===== config.mk =====
export PLATFORM = sky130hd
export DESIGN_NAME = joypad_responder_flat
export DESIGN_NICKNAME = d
export VERILOG_FILES = /design/src/rtl/joypad_pkg.sv /design/src/rtl/joypad_responder_if.sv /design/src/rtl/input_sync.sv /design/src/rtl/joypad_responder.sv /design/src/flat_wrapper.sv
export SDC_FILE = /design/constraint.sdc
export NUM_CORES = 1
export LEC_CHECK = 0
export CAP_MARGIN = 20
export CORE_UTILIZATION = 44
export CTS_CLUSTER_DIAMETER = 200
export DETAILED_ROUTE_END_ITERATION = 12
export DONT_BUFFER_PORTS = 1
export GPL_TIMING_DRIVEN = 0
export REMOVE_ABC_BUFFERS = 1
export SYNTH_ARGS = -nofsm -noshare
export SYNTH_HDL_FRONTEND = slang
export SYNTH_SLANG_ARGS = --single-unit

===== constraint.sdc =====
create_clock -name clock -period 1.47 [get_ports clock]
set_input_delay 0.294 -clock clock [delete_from_list [all_inputs] [get_ports clock]]
set_output_delay 0.294 -clock clock [all_outputs]
set_load 0.005 [all_outputs]

===== src/rtl/joypad_pkg.sv =====
// Shared definitions for the joypad responder: FSM state encoding, button
// bit positions on the buttons bus, and shift counter sizing.
package joypad_pkg;

   typedef enum logic [1:0] {
      IDLE  = 2'd0,
      LOAD  = 2'd1,
      SHIFT = 2'd2
   } state_e;

   // Bit positions on the buttons bus (and in the shift register)
   localparam int BTN_A      = 0;
   localparam int BTN_B      = 1;
   localparam int BTN_SELECT = 2;
   localparam int BTN_START  = 3;
   localparam int BTN_UP     = 4;
   localparam int BTN_DOWN   = 5;
   localparam int BTN_LEFT   = 6;
   localparam int BTN_RIGHT  = 7;

   localparam int NUM_BTNS = 8;
   localparam int CNT_W    = 4;
   localparam logic [CNT_W-1:0] CNT_MAX = 4'd8;

endpackage


===== src/rtl/joypad_responder_if.sv =====
// Console-side serial bus plus local button inputs and status outputs.
//   ctlr_latch, ctlr_pulse : console strobe / shift clock (async to clock)
//   buttons                : raw active-high switches
//   ctlr_data              : serial data, active-low
//   shift_count            : shifts since last load, saturating at 8
//   read_done              : one-cycle pulse on the eighth shift
// master = console/bench side, slave = responder side.
interface joypad_responder_if;
   import joypad_pkg::*;

   logic                ctlr_latch;
   logic                ctlr_pulse;
   logic [NUM_BTNS-1:0] buttons;
   logic                ctlr_data;
   logic [CNT_W-1:0]    shift_count;
   logic                read_done;

   modport master (
      output ctlr_latch, ctlr_pulse, buttons,
      input  ctlr_data, shift_count, read_done
   );

   modport slave (
      input  ctlr_latch, ctlr_pulse, buttons,
      output ctlr_data, shift_count, read_done
   );
endinterface


===== src/rtl/input_sync.sv =====
// Multi-flop synchronizer for a bus of independent asynchronous bits.
//   clock, reset_n : system clock, async active-low reset (flops clear to 0)
//   d_i            : asynchronous inputs
//   q_o            : inputs after STAGES flops in the clock domain
module input_sync #(
   parameter int WIDTH  = 1,
   parameter int STAGES = 2
) (
   input  logic             clock,
   input  logic             reset_n,
   input  logic [WIDTH-1:0] d_i,
   output logic [WIDTH-1:0] q_o
);

   logic [STAGES-1:0][WIDTH-1:0] sync_q;

   always_ff @(posedge clock or negedge reset_n) begin
      if (!reset_n) sync_q <= '0;
      else          sync_q <= {sync_q[STAGES-2:0], d_i};
   end

   assign q_o = sync_q[STAGES-1];

endmodule


===== src/rtl/joypad_responder.sv =====
// Game controller responder: synchronizes the console latch/pulse lines and
// the button switches, debounces the buttons, and serializes them onto
// ctlr_data (active-low, button A first) with an IDLE/LOAD/SHIFT FSM.
//   clock, reset_n : system clock, async active-low reset
//   jp (slave)     : ctlr_latch, ctlr_pulse, buttons in;
//                    ctlr_data, shift_count, read_done out
module joypad_responder
   import joypad_pkg::*;
#(
   parameter int SYNC_STAGES = 2,
   parameter int DB_PERIOD   = 1000
) (
   input  logic               clock,
   input  logic               reset_n,
   joypad_responder_if.slave  jp
);

   localparam int DB_W = $clog2(DB_PERIOD);

   logic [1:0]          ctl_s;
   logic [NUM_BTNS-1:0] btn_s;
   logic                latch_s, pulse_s;

   input_sync #(.WIDTH(2), .STAGES(SYNC_STAGES)) u_ctl_sync (
      .clock   (clock),
      .reset_n (reset_n),
      .d_i     ({jp.ctlr_pulse, jp.ctlr_latch}),
      .q_o     (ctl_s)
   );

   input_sync #(.WIDTH(NUM_BTNS), .STAGES(SYNC_STAGES)) u_btn_sync (
      .clock   (clock),
      .reset_n (reset_n),
      .d_i     (jp.buttons),
      .q_o     (btn_s)
   );

   assign latch_s = ctl_s[0];
   assign pulse_s = ctl_s[1];

   state_e              state_q, state_d;
   logic [NUM_BTNS-1:0] sr_q, sr_d;
   logic [CNT_W-1:0]    cnt_q, cnt_d;
   logic                rd_q, rd_d;
   logic                latch_dly_q, pulse_dly_q;
   logic [DB_W-1:0]     db_cnt_q, db_cnt_d;
   logic [NUM_BTNS-1:0] samp_q, samp_d, db_q, db_d;
   logic                db_tick, latch_fall, pulse_rise;
   logic                load_en, shift_en;
   logic [NUM_BTNS-1:0] agree;

   assign latch_fall = latch_dly_q & ~latch_s;
   assign pulse_rise = pulse_s & ~pulse_dly_q;

   // Debounce: sample at each wrap; a bit moves only when this sample and
   // the previous one agree.
   assign db_tick  = (db_cnt_q == DB_W'(DB_PERIOD - 1));
   assign db_cnt_d = db_tick ? '0 : db_cnt_q + DB_W'(1);
   assign samp_d   = db_tick ? btn_s : samp_q;
   assign agree    = ~(btn_s ^ samp_q);
   assign db_d     = db_tick ? ((agree & btn_s) | (~agree & db_q)) : db_q;

   // Load decision is taken from the synchronized latch directly (not from
   // the registered state) so data appears SYNC_STAGES+1 clocks after the pin.
   always_comb begin
      state_d  = state_q;
      load_en  = 1'b0;
      shift_en = 1'b0;
      case (state_q)
         IDLE: begin
            if (latch_s) begin
               state_d = LOAD;
               load_en = 1'b1;
            end
         end
         LOAD: begin
            load_en = 1'b1;
            if (latch_fall) state_d = SHIFT;
         end
         SHIFT: begin
            if (latch_s) begin
               state_d = LOAD;
               load_en = 1'b1;
            end else if (pulse_rise) begin
               shift_en = 1'b1;
            end
         end
         default: state_d = IDLE;
      endcase
   end

   always_comb begin
      sr_d  = sr_q;
      cnt_d = cnt_q;
      rd_d  = 1'b0;
      if (load_en) begin
         sr_d  = ~db_q;
         cnt_d = '0;
      end else if (shift_en) begin
         sr_d = {1'b1, sr_q[NUM_BTNS-1:1]};
         if (cnt_q != CNT_MAX) cnt_d = cnt_q + CNT_W'(1);
         rd_d = (cnt_q == CNT_MAX - CNT_W'(1));
      end
   end

   always_ff @(posedge clock or negedge reset_n) begin
      if (!reset_n) begin
         state_q     <= IDLE;
         sr_q        <= '1;
         cnt_q       <= '0;
         rd_q        <= 1'b0;
         latch_dly_q <= 1'b0;
         pulse_dly_q <= 1'b0;
         db_cnt_q    <= '0;
         samp_q      <= '0;
         db_q        <= '0;
      end else begin
         state_q     <= state_d;
         sr_q        <= sr_d;
         cnt_q       <= cnt_d;
         rd_q        <= rd_d;
         latch_dly_q <= latch_s;
         pulse_dly_q <= pulse_s;
         db_cnt_q    <= db_cnt_d;
         samp_q      <= samp_d;
         db_q        <= db_d;
      end
   end

   assign jp.ctlr_data   = sr_q[BTN_A];
   assign jp.shift_count = cnt_q;
   assign jp.read_done   = rd_q;

endmodule


===== src/flat_wrapper.sv =====
// flat-port wrapper written by rule: the top's interface ports become plain ports
module joypad_responder_flat import joypad_pkg::*;
#(
   parameter int SYNC_STAGES = 2,
   parameter int DB_PERIOD   = 1000
)
  (clock, reset_n, jp_ctlr_latch, jp_ctlr_pulse, jp_buttons, jp_ctlr_data, jp_shift_count, jp_read_done);
  joypad_responder_if jp_i ();
  input  logic clock;
  input  logic reset_n;
  input wire logic [$bits(jp_i.ctlr_latch)-1:0] jp_ctlr_latch;
  input wire logic [$bits(jp_i.ctlr_pulse)-1:0] jp_ctlr_pulse;
  input wire logic [$bits(jp_i.buttons)-1:0] jp_buttons;
  output wire logic [$bits(jp_i.ctlr_data)-1:0] jp_ctlr_data;
  output wire logic [$bits(jp_i.shift_count)-1:0] jp_shift_count;
  output wire logic [$bits(jp_i.read_done)-1:0] jp_read_done;
  assign jp_i.ctlr_latch = jp_ctlr_latch;
  assign jp_i.ctlr_pulse = jp_ctlr_pulse;
  assign jp_i.buttons = jp_buttons;
  assign jp_ctlr_data = jp_i.ctlr_data;
  assign jp_shift_count = jp_i.shift_count;
  assign jp_read_done = jp_i.read_done;
  joypad_responder #(.SYNC_STAGES(SYNC_STAGES), .DB_PERIOD(DB_PERIOD)) u_core (.clock(clock), .reset_n(reset_n), .jp(jp_i));
endmodule

==> results.sh, run 1 <==
export IMPL_syn_area_per_cell_um2=12.1
export IMPL_cts_buffer_depth=2
export IMPL_tritoncts="done"
export IMPL_critPathLaunchType="flip-flop"
export IMPL_leakagePower_nw=1.25
export IMPL_fp_dieArea_um2=5920
export IMPL_grt_max_degree=64
export IMPL_layout_setup_ws_ps=-11.7
export IMPL_drtAntennaViolNets=0
export IMPL_hpwlAfterDp_um=2550
export IMPL_layout_min_cycle_time_ps=1480
export IMPL_hold_viol=63
export IMPL_timing_fmax_ghz=0.675
export IMPL_rows=26
export IMPL_finalSetupViolations=3
export IMPL_synthTopCellsByCount="55 x dfrtp_1, 35 x nand2_1, 13 x nor2_1"
export IMPL_yosysSeqAreaShare_pct=64.2
export IMPL_cts_root_buf="clkbuf_8"
export IMPL_firstDrtPassIters=4
export IMPL_gp_congestion=0.777
export IMPL_yosys_warnings=0
export IMPL_p_total_mw=3.54
export IMPL_synthDistinctLibCells=33
export IMPL_io_pins=18
export IMPL_r2r_cells=4
export IMPL_grtUsageTotal_pct=16.5
export IMPL_insertion_delay_ps=330
export IMPL_violations="negative hold slack, negative setup slack"
export IMPL_arrival_ps=1700
export IMPL_routedWlPerCell_um=14.1
export IMPL_synth_seq_cells=63
export IMPL_initial_core_util_pct=46.9
export IMPL_cts_htree_levels=3
export IMPL_drive_gt1_share_pct=22.2
export IMPL_num_antenna_cells=0
export IMPL_final_net_count=244
export IMPL_place_inst=271
export IMPL_p_per_area_nw_per_um2=1210
export IMPL_crit_slowest_cell="dfrtp_1"
export IMPL_antenna_found_initial=0
export IMPL_synth_edf_count=0
export IMPL_synth_main_ff_cell="dfrtp_1"
export IMPL_syn_area_um2=2470
export IMPL_yosys_area_top_type="dfrtp_1"
export IMPL_worst_path_buf_inv=0
export IMPL_post_synth_top_count_cell="dfrtp_1"
export IMPL_synthArstFlopShare_pct=100
export IMPL_core_region_area_um2=5270
export IMPL_cts_sinks=63
export IMPL_final_cells=304
export IMPL_vdd_drop_max_v=0.000681
export IMPL_critPathCaptureType="flip-flop"
export IMPL_via_per_inst=5.28
export IMPL_fp_dieH_um=77.0
export IMPL_rsz0062_at_grt="yes"
export IMPL_vias=1604
export IMPL_synthToLayoutAreaGrowth_pct=18.2
export IMPL_crit_family="simple AND/OR/NAND/NOR gates"
export IMPL_required_ps=1690
export IMPL_drt_total_wl_um=4270
export IMPL_synthTopCellsByArea="dfrtp_1 56%, dfstp_2 8.5%, nand2_1 5.3%"
export IMPL_portBuffers=0
export IMPL_clock_skew_ps=8.09
export IMPL_cap_violations=0
export IMPL_cp_depth=4
export IMPL_die_w_um=77.0
export IMPL_cts_hold_repair_buffers=10
export IMPL_crit_type="reg2reg"
export IMPL_drtIter0Drc=87
export IMPL_syn_inst=204
export IMPL_cpPeakStageDelay_ps=400
export IMPL_drc=0
export IMPL_holdWs_ps=-344
export IMPL_relSlewSlack_pct=76.9
export IMPL_worst_pin_slew_ps=346
export IMPL_grt_pass1_wl_um=7250
export IMPL_synth_top_cell_area_share_pct=55.7
export IMPL_hp_class="in2async"
export IMPL_grt_pass1_vias=1558
export IMPL_path_clk_slew_ps=70
export IMPL_crit_chain="ha_4, and4bb_4, nand3_4, mux2_4"
export IMPL_grt_overflow_total=0
export IMPL_post_route_period_util_pct=101
export IMPL_cts_buffers=9
export IMPL_worstPathMaxFanout=7
export IMPL_final_max_slew_violation_count=0
export IMPL_status="finished with violations"
cell families after synthesis:
group | after synthesis | synth area share (%)
compound gates | 38 | 9.41
xor+xnor | 6 | 2.13
fa+ha+maj | 3 | 1.52
buf+inv | 8 | 1.62
flops | 63 | 64.2
mux | 10 | 4.96
simple gates | 76 | 16.2
metal layers:
metal / routed length (µm) / vias to the layer above / global-route usage, %
met5: 0 / - / 0
met4: 63 / 0 / 6.35
met3: 195 / 8 / 8.45
met2: 2120 / 42 / 25.9
met1: 1890 / 788 / 19.1
li1: - / 766 / -
cell type report:
class / instances / area [µm²]
well taps: 70 / 87.6
inverters: 5 / 18.8
fillers: 459 / 2350
repair buffers: 15 / 138
flip-flops and latches: 63 / 1590
multi-input cells: 135 / 916
clock inverters: 1 / 5.00
clock buffers: 15 / 166
where the power goes:
part / total [mW] / internal, mW / switching (mW) / leakage (nW)
combinational: 0.258 / 0.119 / 0.140 / 0.383
sequential: 1.98 / 1.91 / 0.0701 / 0.782
clock: 1.30 / 0.704 / 0.593 / 0.0877
worst paths after layout:
kind	start	endpoint	slack, ps
min in group clock	u_core.u_btn_sync.sync_q[6]	u_core.u_btn_sync.q_o[6]	340
worst min register to register	u_core.u_btn_sync.sync_q[6]	u_core.u_btn_sync.q_o[6]	340
worst max-delay path	u_core.db_cnt_q[1]	u_core.samp_q[2]	-10
worst max register to register	u_core.db_cnt_q[1]	u_core.samp_q[2]	-10
worst min-delay path	reset_n	u_core.db_cnt_q[9]	-340
max in group asynchronous	reset_n	u_core.sr_q[5]	1620
per-stage QoR:
step                      utilization (%)  area, µm²  setup WS [ps]  TNS, ps
after floorplan                         -       2450          -85.6     -684
after global placement               48.2       2540           -247    -3100
after detailed placement             48.2       2540           -272    -3970
after CTS                            54.9       2890          -12.7    -30.6
after global routing                 55.4       2920          -66.1     -418
final                                55.4       2920          -11.7    -27.9
cell usage in the layout, fill, tap and decap left out, types with 2 or more instances in the layout:
master         synthesis  routed
dfrtp_1               55      52
nand2_1               35      33
nor2_1                13      12
clkbuf_8               0      11
o21ai_0               12      10
dlygate4sd3_1          0      10
a21oi_1                9       9
o211ai_1               9       9
dfstp_2                8       8
nand2b_1               6       6
mux2_2                 6       6
inv_1                  5       5
nand3_1                6       5
buf_4                  0       5
a31oi_1                4       4
clkbuf_1               0       4
nor4_1                 3       3
xor2_1                 3       3
xnor2_1                3       3
nand3_4                1       3
mux2_4                 3       3
o221ai_1               3       3
dfrtp_2                0       3
and3_1                 2       2
nand2_2                0       2
worst reg2reg max path, cell delays in order (launching register included):
cell and delay (ps):
dfrtp_1 400, ha_4 150, and4bb_4 310, nand3_4 170
mux2_4 350
timing repair:
item                       in CTS  in global routing
cloned                          2                  0
resized for setup              10                  8
hold endpoints to repair       73                 63
setup endpoints to repair      26                 20
buffers inserted                3                  2
pin swaps                       2                  2
No activity file was read; power rests on OpenSTA's default activity.
==> run 2, diff against run 1 <==
- REMOVE_ABC_BUFFERS: 1 -> unset
- SKIP_LAST_GASP: unset -> 1
==> run 2 against run 1 <==
  * The flow still finishes with violations (negative hold slack, negative setup slack)
  * Global-route usage is 0.48 points lower
  * Sequential cell count unchanged
  * Hold slack worse by 4.5 ps
  * Register-to-register slack about the same
  * Sequential power hardly changed
  * Maximum frequency is 0.21% lower
  * Sequential share of layout area fell by 1.2 points
  * Utilization up 1.3 points
  * Critical path depth up 1
  * Clock skew decreased by 0.64 ps
  * Power grew 3.5%
  * Largest power group unchanged
==> results.sh, run 2 (synthesis gave the netlist of run 1 again) <==
export IMPL_status="finished with violations"
export IMPL_violations="negative hold slack, negative setup slack"
export IMPL_seq_area_um2=1590
export IMPL_rows=26
export IMPL_cts_sinks=63
export IMPL_p_int_mw=2.78
export IMPL_p_clk_share_pct=38.6
export IMPL_worstPathMaxFanout=6
export IMPL_critPathCaptureType="flip-flop"
export IMPL_final_cell_mix="51 x dfrtp_1, 34 x nand2_1, 13 x nor2_1, 12 x clkbuf_8, 11 x o21ai_0"
export IMPL_grtUsageTotal_pct=16.0
export IMPL_final_max_slew_violation_count=0
export IMPL_path_clk_slew_ps=70
export IMPL_required_ps=1680
export IMPL_portBuffers=0
export IMPL_multi_input_area_um2=880
export IMPL_leakagePower_nw=1.30
export IMPL_place_inst=274
export IMPL_relSlewSlack_pct=75.8
export IMPL_num_antenna_cells=0
export IMPL_timing_fmax_ghz=0.673
export IMPL_drt_total_wl_um=4340
export IMPL_vdd_drop_max_v=0.000644
export IMPL_grt_pass1_wl_um=7180
export IMPL_hold_viol=63
export IMPL_cts_htree_levels=3
export IMPL_clock_skew_ps=7.45
export IMPL_final_cells=309
export IMPL_layout_setup_ws_ps=-14.8
export IMPL_drtAntennaViolNets=0
export IMPL_initial_core_util_pct=46.9
export IMPL_grt_overflow_total=0
export IMPL_die_w_um=77.0
export IMPL_syn_nets=219
export IMPL_wl_met3_um=164
export IMPL_cts_buffers=9
export IMPL_cts_buffer_depth=2
export IMPL_crit_slowest_cell="dfrtp_2"
export IMPL_tritoncts="done"
export IMPL_crit_chain="ha_4, and4bb_4, nand3_4, buf_8, mux2_4"
export IMPL_post_route_period_util_pct=101
export IMPL_drtIter0Drc=117
export IMPL_antenna_found_initial=0
export IMPL_r2r_slack_ps=-10
export IMPL_endpoint="u_core.samp_q[1]"
export IMPL_r2r_end="u_core.samp_q[1]"
export IMPL_dr_max_layer_used="met4"
export IMPL_critPathLaunchType="flip-flop"
export IMPL_arrival_ps=1700
export IMPL_cpPeakStageDelay_ps=390
export IMPL_grt_pass1_vias=1603
export IMPL_io_pins=18
export IMPL_synthToLayoutAreaGrowth_pct=20.9
export IMPL_mostFrequentLayoutCell="dfrtp_1"
export IMPL_wl_met2_um=2140
export IMPL_worst_pin_slew_ps=360
export IMPL_met1_length_um=1950
export IMPL_crit_family="flip-flops"
export IMPL_finalSetupTns_ps=-67.1
export IMPL_p_per_area_nw_per_um2=1220
export IMPL_core_region_area_um2=5270
export IMPL_netSwitchingPower_uw=874
export IMPL_cts_root_buf="clkbuf_8"
export IMPL_via_per_inst=5.27
export IMPL_fp_dieH_um=77.0
export IMPL_hpwlAfterDp_um=2700
export IMPL_hp_class="in2async"
export IMPL_finalSetupViolations=7
export IMPL_drc=0
export IMPL_cp_depth=5
export IMPL_fillers=457
export IMPL_worst_path_buf_inv=1
export IMPL_r2r_cells=5
export IMPL_p_total_mw=3.66
export IMPL_cts_hold_repair_buffers=10
export IMPL_fp_dieArea_um2=5920
export IMPL_reg2reg_from="u_core.db_cnt_q[0]"
export IMPL_firstDrtPassIters=4
export IMPL_final_net_count=249
export IMPL_insertion_delay_ps=330
export IMPL_crit_start="u_core.db_cnt_q[0]"
export IMPL_holdWs_ps=-349
export IMPL_grt_max_degree=64
export IMPL_drive_gt1_share_pct=25.1
export IMPL_vias=1628
export IMPL_rsz0062_at_grt="yes"
export IMPL_swShare_pct=23.9
export IMPL_layout_min_cycle_time_ps=1480
export IMPL_routedWlPerCell_um=14.0
export IMPL_combPwrFrac_pct=7.2
export IMPL_cap_violations=0
export IMPL_seqPwrFrac_pct=54.2
export IMPL_gp_congestion=0.811
export IMPL_crit_type="reg2reg"
## run 2: worst register-to-register path, stage by stage (launching register included)
cell and delay [ps]:
dfrtp_2 390, ha_4 140, and4bb_4 260, nand3_4 130
buf_8 170, mux2_4 290
## run 2: final cells by class
type	instances	area share, %
Buffer	3	0.921
Clock buffer	12	5.53
Clock inverter	4	0.963
Inverter	5	0.628
Multi-Input combinational cell	133	29.4
Sequential cell	63	53.3
Tap cell	70	2.93
Timing Repair Buffer	19	6.32
## run 2: per-layer routing
| metal | track usage [%] | vias to the layer above |
|---|---|---|
| met5 | 0 | - |
| met4 | 9.23 | 0 |
| met3 | 5.24 | 11 |
| met2 | 25.6 | 32 |
| met1 | 18.8 | 802 |
| li1 | - | 783 |
## run 2: how the worst min path moves through the flow
stage | cells past startpoint | to | start
after floorplan | 0 | async pin | reset_n
after global placement | 0 | u_core.jp.shift_count[0] | reset_n
after detailed placement | 0 | u_core.jp.shift_count[0] | reset_n
after CTS | 0 | u_core.jp.shift_count[1] | reset_n
after global routing | 0 | async pin | reset_n
final | 0 | u_core.state_q[0] | reset_n
## run 2: what timing repair did
| item | 4_1_cts | 5_1_grt |
|---|---|---|
| endpoints found under the setup margin | 16 | 19 |
| gates resized for setup | 3 | 11 |
| gates cloned | 0 | 1 |
| pin swaps | 0 | 2 |
| endpoints found under the hold margin | 73 | 63 |
| setup buffers | 2 | 6 |
## run 2: power by group through the flow
stage                     sequential (mW)  combinational, mW  clock, mW
after detailed placement             2.02              0.229          0
final                                1.98              0.263       1.41
after CTS                            1.98              0.251       1.44
after global routing                 2.00              0.296       1.56
after floorplan                      1.99              0.190          0
after global placement               2.01              0.223          0
## run 2: through the flow
stage	setup slack [ps]	hold WS [ps]	cell area [µm²]	utilization [%]
CTS	-74.2	-363	2880	54.7
floorplan	-20.3	-1.59	2480	-
detailed placement	-143	-0.0182	2570	48.8
global route	-66.4	-375	2990	56.7
finish	-14.8	-349	2990	56.7
global placement	-128	0.143	2570	48.8
